==> config.mk <==
export PLATFORM = sky130hd
export DESIGN_NAME = message_rx_deframer
export DESIGN_NICKNAME = d
export VERILOG_FILES = /design/src/rtl/message_rx_deframer_pkg.sv /design/src/rtl/message_rx_deframer_counter.sv /design/src/rtl/message_rx_deframer.sv
export SDC_FILE = /design/constraint.sdc
export NUM_CORES = 1
export LEC_CHECK = 0
export ABC_AREA = 0
export CORE_UTILIZATION = 45
export DETAILED_ROUTE_END_ITERATION = 6
export GPL_ROUTABILITY_DRIVEN = 0
export SKIP_CTS_REPAIR_TIMING = 1
export SYNTH_ARGS = -nofsm -noshare
export SYNTH_HDL_FRONTEND = slang
export SYNTH_SLANG_ARGS = --single-unit
==> constraint.sdc <==
create_clock -name clk -period 2.9 [get_ports clk]
set_input_delay 0.29 -clock clk [delete_from_list [all_inputs] [get_ports clk]]
set_output_delay 0.29 -clock clk [all_outputs]
set_load 0.01 [all_outputs]
==> src/rtl/message_rx_deframer_pkg.sv <==
// rtl/message_rx_deframer_pkg.sv - shared FSM states and defaults for the serial message deframer
package message_rx_deframer_pkg;

    typedef enum logic [1:0] {
        IDLE  = 2'd0,
        RECV  = 2'd1,
        CHECK = 2'd2
    } state_t;

    localparam int         TRAILER_W          = 4;
    localparam logic [3:0] DEFAULT_TRAILER    = 4'b0101;
    localparam int         DEFAULT_BIT_CYCLES = 1024;

    function automatic int frame_width(input int msg_w);
        return msg_w + TRAILER_W;
    endfunction

endpackage

==> src/rtl/message_rx_deframer_counter.sv <==
// rtl/message_rx_deframer_counter.sv - parameterised wrapping counter used as the bit-phase timer
module message_rx_deframer_counter #(
    parameter int              WIDTH = 4,
    parameter logic [WIDTH-1:0] MAX  = '1
) (
    input  logic             clk,
    input  logic             reset,
    input  logic             clear,
    input  logic             en,
    output logic [WIDTH-1:0] count,
    output logic             wrap
);

    always_ff @(posedge clk or negedge reset) begin
        if (!reset) begin
            count <= '0;
        end else if (clear) begin
            count <= '0;
        end else if (en) begin
            count <= (count == MAX) ? '0 : count + WIDTH'(1);
        end
    end

    // clear wins over en, so a wrap is only reported when the count really rolls over
    assign wrap = en && !clear && (count == MAX);

endmodule

==> src/rtl/message_rx_deframer.sv <==
// rtl/message_rx_deframer.sv - serial frame receiver: payload + fixed trailer, LSB first
// Optional err_cnt output enabled by defining MSG_RX_ERR_CNT_EN.
module message_rx_deframer
    import message_rx_deframer_pkg::*;
#(
    parameter int                    BIT_CYCLES = DEFAULT_BIT_CYCLES,
    parameter int                    MSG_W      = 5,
    parameter logic [TRAILER_W-1:0]  TRAILER    = DEFAULT_TRAILER
) (
    input  logic             clk,
    input  logic             reset,
    input  logic             start,
    input  logic             SerIn,
    output logic [MSG_W-1:0] msg_out,
    output logic             msg_valid,
    output logic             frame_err,
    output logic             busy
`ifdef MSG_RX_ERR_CNT_EN
    ,
    output logic [7:0]       err_cnt
`endif
);

    localparam int              FW        = frame_width(MSG_W);
    localparam int              PH_W      = $clog2(BIT_CYCLES);
    localparam int              BI_W      = $clog2(FW);
    localparam logic [PH_W-1:0] PH_MAX    = PH_W'(BIT_CYCLES - 1);
    localparam logic [PH_W-1:0] PH_SAMPLE = PH_W'(BIT_CYCLES / 2 - 1);
    localparam logic [BI_W-1:0] LAST_BIT  = BI_W'(FW - 1);

    state_t          state;
    logic [BI_W-1:0] bit_idx;
    logic [FW-1:0]   shreg;
    logic [PH_W-1:0] phase;
    logic            phase_clear;
    logic            phase_en;
    logic            phase_wrap;
    logic            sample;

    // Phase is held at zero outside RECV so the first RECV cycle after start is phase 0
    assign phase_clear = start || (state != RECV);
    assign phase_en    = (state == RECV);

    message_rx_deframer_counter #(
        .WIDTH (PH_W),
        .MAX   (PH_MAX)
    ) u_phase (
        .clk   (clk),
        .reset (reset),
        .clear (phase_clear),
        .en    (phase_en),
        .count (phase),
        .wrap  (phase_wrap)
    );

    assign sample = phase_en && !start && (phase == PH_SAMPLE);

    always_ff @(posedge clk or negedge reset) begin
        if (!reset) begin
            state     <= IDLE;
            bit_idx   <= '0;
            shreg     <= '0;
            msg_out   <= '0;
            msg_valid <= 1'b0;
            frame_err <= 1'b0;
            busy      <= 1'b0;
        end else begin
            msg_valid <= 1'b0;
            frame_err <= 1'b0;
            if (start) begin
                // start in any state (re)begins reception; an aborted frame yields no pulse
                state   <= RECV;
                bit_idx <= '0;
                shreg   <= '0;
                busy    <= 1'b1;
            end else begin
                case (state)
                    IDLE: begin
                        busy <= 1'b0;
                    end
                    RECV: begin
                        if (sample) begin
                            shreg <= {SerIn, shreg[FW-1:1]};
                        end
                        if (phase_wrap) begin
                            if (bit_idx == LAST_BIT) begin
                                state <= CHECK;
                            end else begin
                                bit_idx <= bit_idx + BI_W'(1);
                            end
                        end
                    end
                    CHECK: begin
                        if (shreg[FW-1:MSG_W] == TRAILER) begin
                            msg_out   <= shreg[MSG_W-1:0];
                            msg_valid <= 1'b1;
                        end else begin
                            frame_err <= 1'b1;
                        end
                        state   <= IDLE;
                        bit_idx <= '0;
                        busy    <= 1'b0;
                    end
                    default: begin
                        state <= IDLE;
                        busy  <= 1'b0;
                    end
                endcase
            end
        end
    end

`ifdef MSG_RX_ERR_CNT_EN
    // Saturating count of trailer mismatches; survives start, cleared only by reset
    always_ff @(posedge clk or negedge reset) begin
        if (!reset) begin
            err_cnt <= '0;
        end else if (frame_err && (err_cnt != 8'hFF)) begin
            err_cnt <= err_cnt + 8'd1;
        end
    end
`endif

endmodule
# == Word-level counts from Yosys, hierarchy flattened ==
# Cells that the tools add are included.
# classes
eq_ne,12
add_sub_neg,2
muxes,22
n_bitwise,1
reduce_logical,16
# ops
op,count
$mux 10,3
$mux 9,3
$mux 4,3
$add 10x1->10 const B,1
$eq 10x10->1 const B,1
$eq 10x9->1 const B,1
$reduce_and 3->1,3
$mux 1,8
$pmux 4 s2,1
$mux 2,3
$ne 3x2->1 const B,2
$reduce_bool 2->1,3
$add 4x1->4 const B,1
$eq 4x3->1 const B,1
$eq 4x4->1 const B,1
$logic_and 1x1->1,4
$ne 2x2->1 const B,2
$pmux 2 s2,1
$ne 3x3->1 const B,1
$reduce_bool 3->1,1
$eq 2x1->1 const B,1
$eq 2x2->1 const B,1
$logic_not 1->1,2
$logic_not 2->1,1
4 further kinds,4
# totals
out_inout_bits,8
elab_cells,61
ff_bits,33
in_bits,4

# == Longest topological paths before layout ==
# depth
ltp_word,8
mapped_depth,6

# == Modules after synthesis ==
# A second synthesis with hierarchy kept.
# hier_totals
hier_cells,144
hier_area_um2,1614.0
# by_module_without_submodules
module,cells_per_inst,area_per_inst_um2,seq_area_each_um2,n_inst
message_rx_deframer,85,1066.0,575.6,1
message_rx_deframer_counter,59,548.0,250.2,1

# == Worst setup path after synthesis ==
# Ideal clock, no wire load.
# synth_path
path_kind,reg2reg
startpoint,register u_phase.count[0]
endpoint,register bit_idx[0]
t_required_ps,2775
arrival_ps,1487
n_path_buf,1
slack_ps,1288
setup_time_ps,125
stages_incl_launch_ff,7
path_cell_list,dfrtp_1 -> ha_1 -> nand4_4 -> o311ai_4 -> buf_6 -> o21ai_2 -> mux2_4
# synth_via
elab_chain_len,4
# synth_rtl
element,line_no,text
"start, declared",message_rx_deframer_counter.sv:10,"output logic [WIDTH-1:0] count,"
"start signal, assigned",message_rx_deframer_counter.sv:20,count <= (count == MAX) ? '0 : count + WIDTH'(1);
$eq 10x10->1,message_rx_deframer_counter.sv:25,assign wrap = en && !clear && (count == MAX);
$logic_and 1x1->1,message_rx_deframer_counter.sv:25,
$ne 3x2->1 (no source line),-,
$reduce_and 3->1 (no source line),-,
"end signal, assigned",message_rx_deframer.sv:89,bit_idx <= bit_idx + BI_W'(1);
"end, declared",message_rx_deframer.sv:32,logic [BI_W-1:0] bit_idx;
# No other way between the ends.
# A chain may end at the register's enable or synchronous reset.

# == Worst setup path after layout ==
# layout_path
startpoint,register u_phase.count[0]
endpoint,register bit_idx[2]
# Same word-level chain as after synthesis.

==> flow_metrics.env <==
export IMPL_run_status="complete, no violations"
export IMPL_power_density_nw_per_um2=455
export IMPL_synth_enable_flop_cells=0
export IMPL_total_leakage_power_nw=0.800
export IMPL_synthesis_area_per_instance_sq_um=11.7
export IMPL_ff2ff_path_depth=5
export IMPL_routed_via_count=974
export IMPL_yosysSeqAreaShare_pct=54.3
export IMPL_setup_violations=0
export IMPL_final_period_utilization_pct=65.6
export IMPL_placement_rows=20
export IMPL_whs_ns=0.348
export IMPL_worst_ep_required_time_ns=3.12
export IMPL_synth_area_leader_cell="sky130_fd_sc_hd__dfrtp_1"
export IMPL_routed_wire_length_per_instance_um=13.7
export IMPL_max_cap_violations=0
export IMPL_relSlewSlack_pct=65.5
export IMPL_drtIter0Drc=51
export IMPL_worst_setup_path_start_kind="flip-flop"
export IMPL_ir_worst_vdd_v=0.000249
export IMPL_final_fill_count=304
export IMPL_core_area_sq_um=3130
export IMPL_antenna_found_initial=0
export IMPL_netlist_top_cells_count="sky130_fd_sc_hd__dfrtp_1 (33), sky130_fd_sc_hd__nor2_1 (21), sky130_fd_sc_hd__mux2i_1 (9), sky130_fd_sc_hd__inv_1 (7)"
export IMPL_crit_reg2reg_launch="u_phase.count[0]"
export IMPL_grt_max_degree=34
export IMPL_drt_vias_per_instance=5.07
export IMPL_critical_path_max_fanout=11
export IMPL_yosys_top_cells_area="sky130_fd_sc_hd__dfrtp_1 (54%), sky130_fd_sc_hd__mux2i_1 (5.9%), sky130_fd_sc_hd__nor2_1 (5.2%)"
export IMPL_gr_usage_all_layers_pct=17.4
export IMPL_first_global_vias=974
export IMPL_worst_pin_slew_ns=0.516
export IMPL_cts_made_buffers=5
export IMPL_floorplan_io_pins=12
export IMPL_slew_viol_final=0
export IMPL_global_route_wire_length_before_repair_um=4450
export IMPL_cts_htree_levels=2
export IMPL_cp_end_kind="flip-flop"
export IMPL_yosys_cell_count_top_type="sky130_fd_sc_hd__dfrtp_1"
export IMPL_fin_hold_viols=0
export IMPL_layout_min_cycle_time_ns=1.90
export IMPL_wirelength_um=2630
export IMPL_grt_setup_unrepaired="false"
export IMPL_antenna_cells=0
export IMPL_ys_flop_type="sky130_fd_sc_hd__dfrtp_1"
export IMPL_die_width_um=60.1
export IMPL_tritoncts="yes"
export IMPL_netlist_instances=130
export IMPL_final_layout_size_suffix_gt1_share_pct=14.9
export IMPL_detail_route_first_pass_iterations=3
export IMPL_synth_cell_type_count=38
export IMPL_finish_net_count=154
export IMPL_critical_path_arrival_ns=2.13
export IMPL_ys_seq_elements=33
export IMPL_hold_path_class="primary input to async pin"
export IMPL_clkSlewWorstSetupHoldPaths_ns=0.10
export IMPL_ff2ff_setup_slack_ns=1.0
export IMPL_clock_skew_final_ns=0.00630
export IMPL_portBuffers=11
export IMPL_mappedNetlistArea_sq_um=1520
export IMPL_remaining_drc_errors=0
export IMPL_dp_hpwl_um=1890
export IMPL_synthArstFlopShare_pct=100
export IMPL_r2r_end="bit_idx[2]"
export IMPL_timing_setup_tns_ns=0
export IMPL_syn_to_final_growth_pct=14.2
export IMPL_cts_max_path_buffers=2
export IMPL_drt_antenna_violating_nets=0
export IMPL_initial_core_util_pct=48.6
export IMPL_die_area_sq_um=3610
export IMPL_achievable_frequency_mhz=525
export IMPL_overflow_after_grt=0
export IMPL_die_h_um=60.1
export IMPL_timing_setup_critical_path_class="flip-flop to flip-flop"
export IMPL_cts_sinks=33
export IMPL_clock_insertion_delay_worst_skew_ns=0.32
export IMPL_yosysTopAreaCellShare_pct=54.3
export IMPL_number_of_nets_in_the_synthesized_netlist=137
export IMPL_cts_root_buffer="sky130_fd_sc_hd__clkbuf_4"
export IMPL_synth_yosys_warnings=0
worst max path at each step:
stage / cells after the start / to / slack (ns) / startpoint
3_3_place_gp: 4 / msg_out[2] / 0.85 / start
5_1_grt: 5 / bit_idx[2] / 0.81 / u_phase.count[0]
6_report: 5 / bit_idx[2] / 1.0 / u_phase.count[0]
3_5_place_dp: 4 / msg_out[2] / 0.79 / start
2_1_floorplan: 6 / bit_idx[0] / 1.29 / u_phase.count[0]
4_1_cts: 5 / bit_idx[2] / 0.97 / u_phase.count[0]
logic make-up (layout without fill, tap and decap cells):
kind of cell,Yosys count,after routing,synth area share (%)
adder cells (fa/ha/maj),3,3,2.47
AO/OA/AOI/OAI,9,9,5.60
buffers and inverters,10,28,3.21
multiplexers,15,15,10.6
XOR/XNOR,7,7,4.03
AND/OR/NAND/NOR,53,53,19.8
flip-flops,33,33,54.3
power by group:
part	total [W]	internal, W	leakage (nW)	switching [W]
combinational	0.0000614	0.0000283	0.322	0.0000330
sequential	0.000489	0.000473	0.446	0.0000159
clock	0.000240	0.0000922	0.0320	0.000147
total	0.000790	0.000594	0.800	0.000196
registers in the layout (all words and copies together) (netlist names):
register,cells
busy,1
u_phase.count,10
frame_err,1
bit_idx,4
shreg,9
msg_out,5
state,2
msg_valid,1
layer usage:
metal / vias to the layer above / GRT usage (%) / part of all wire [%]
li1: 481 / - / -
met2: 12 / 25.1 / 43
met3: 5 / 6.06 / 4.0
met5: - / 0 / 0
met1: 476 / 23.7 / 51
met4: 0 / 6.98 / 1.7
cell type report:
| type | count | area [sq um] | share of cell area (%) |
|---|---|---|---|
| Sequential cell | 33 | 826 | 47.6 |
| Multi-Input combinational cell | 87 | 652 | 37.6 |
| Timing Repair Buffer | 13 | 125 | 7.21 |
| Tap cell | 44 | 55.1 | 3.17 |
| Clock buffer | 6 | 41.3 | 2.38 |
| Inverter | 7 | 26.3 | 1.51 |
| Clock inverter | 2 | 10.0 | 0.577 |
per-stage QoR:
| step | area [sq um] | utilization [%] | power, W | std cells | worst slack (ns) |
|---|---|---|---|---|---|
| 2_1_floorplan | 1520 | - | 0.000535 | 130 | 1.29 |
| 3_3_place_gp | 1680 | 53.8 | 0.000559 | 184 | 0.847 |
| 3_5_place_dp | 1680 | 53.8 | 0.000562 | 184 | 0.786 |
| 4_1_cts | 1740 | 55.5 | 0.000805 | 192 | 0.973 |
| 5_1_grt | 1740 | 55.5 | 0.000832 | 192 | 0.813 |
| 6_report | 1740 | 55.5 | 0.000790 | 192 | 0.996 |
worst max-delay path, stage by stage (launching register included):
cell                       delay, ns
sky130_fd_sc_hd__dfrtp_1        0.41
sky130_fd_sc_hd__ha_1           0.26
sky130_fd_sc_hd__nand4_4        0.18
sky130_fd_sc_hd__o311ai_4       0.53
sky130_fd_sc_hd__o21ai_0        0.18
sky130_fd_sc_hd__a32o_1         0.23
cells in the final DEF, fill, tap and decap left out, drive strengths merged, types with 4 or more instances in the layout:
cell type and n:
nor2 21, nand2 4, clkdlybuf4s50 11, inv 7, nand3 5, mux2i 9
dfrtp 33, xnor2 5, mux2 6, clkbuf 6, nand4 4
Note: power is estimated with default switching activity, not from simulation.
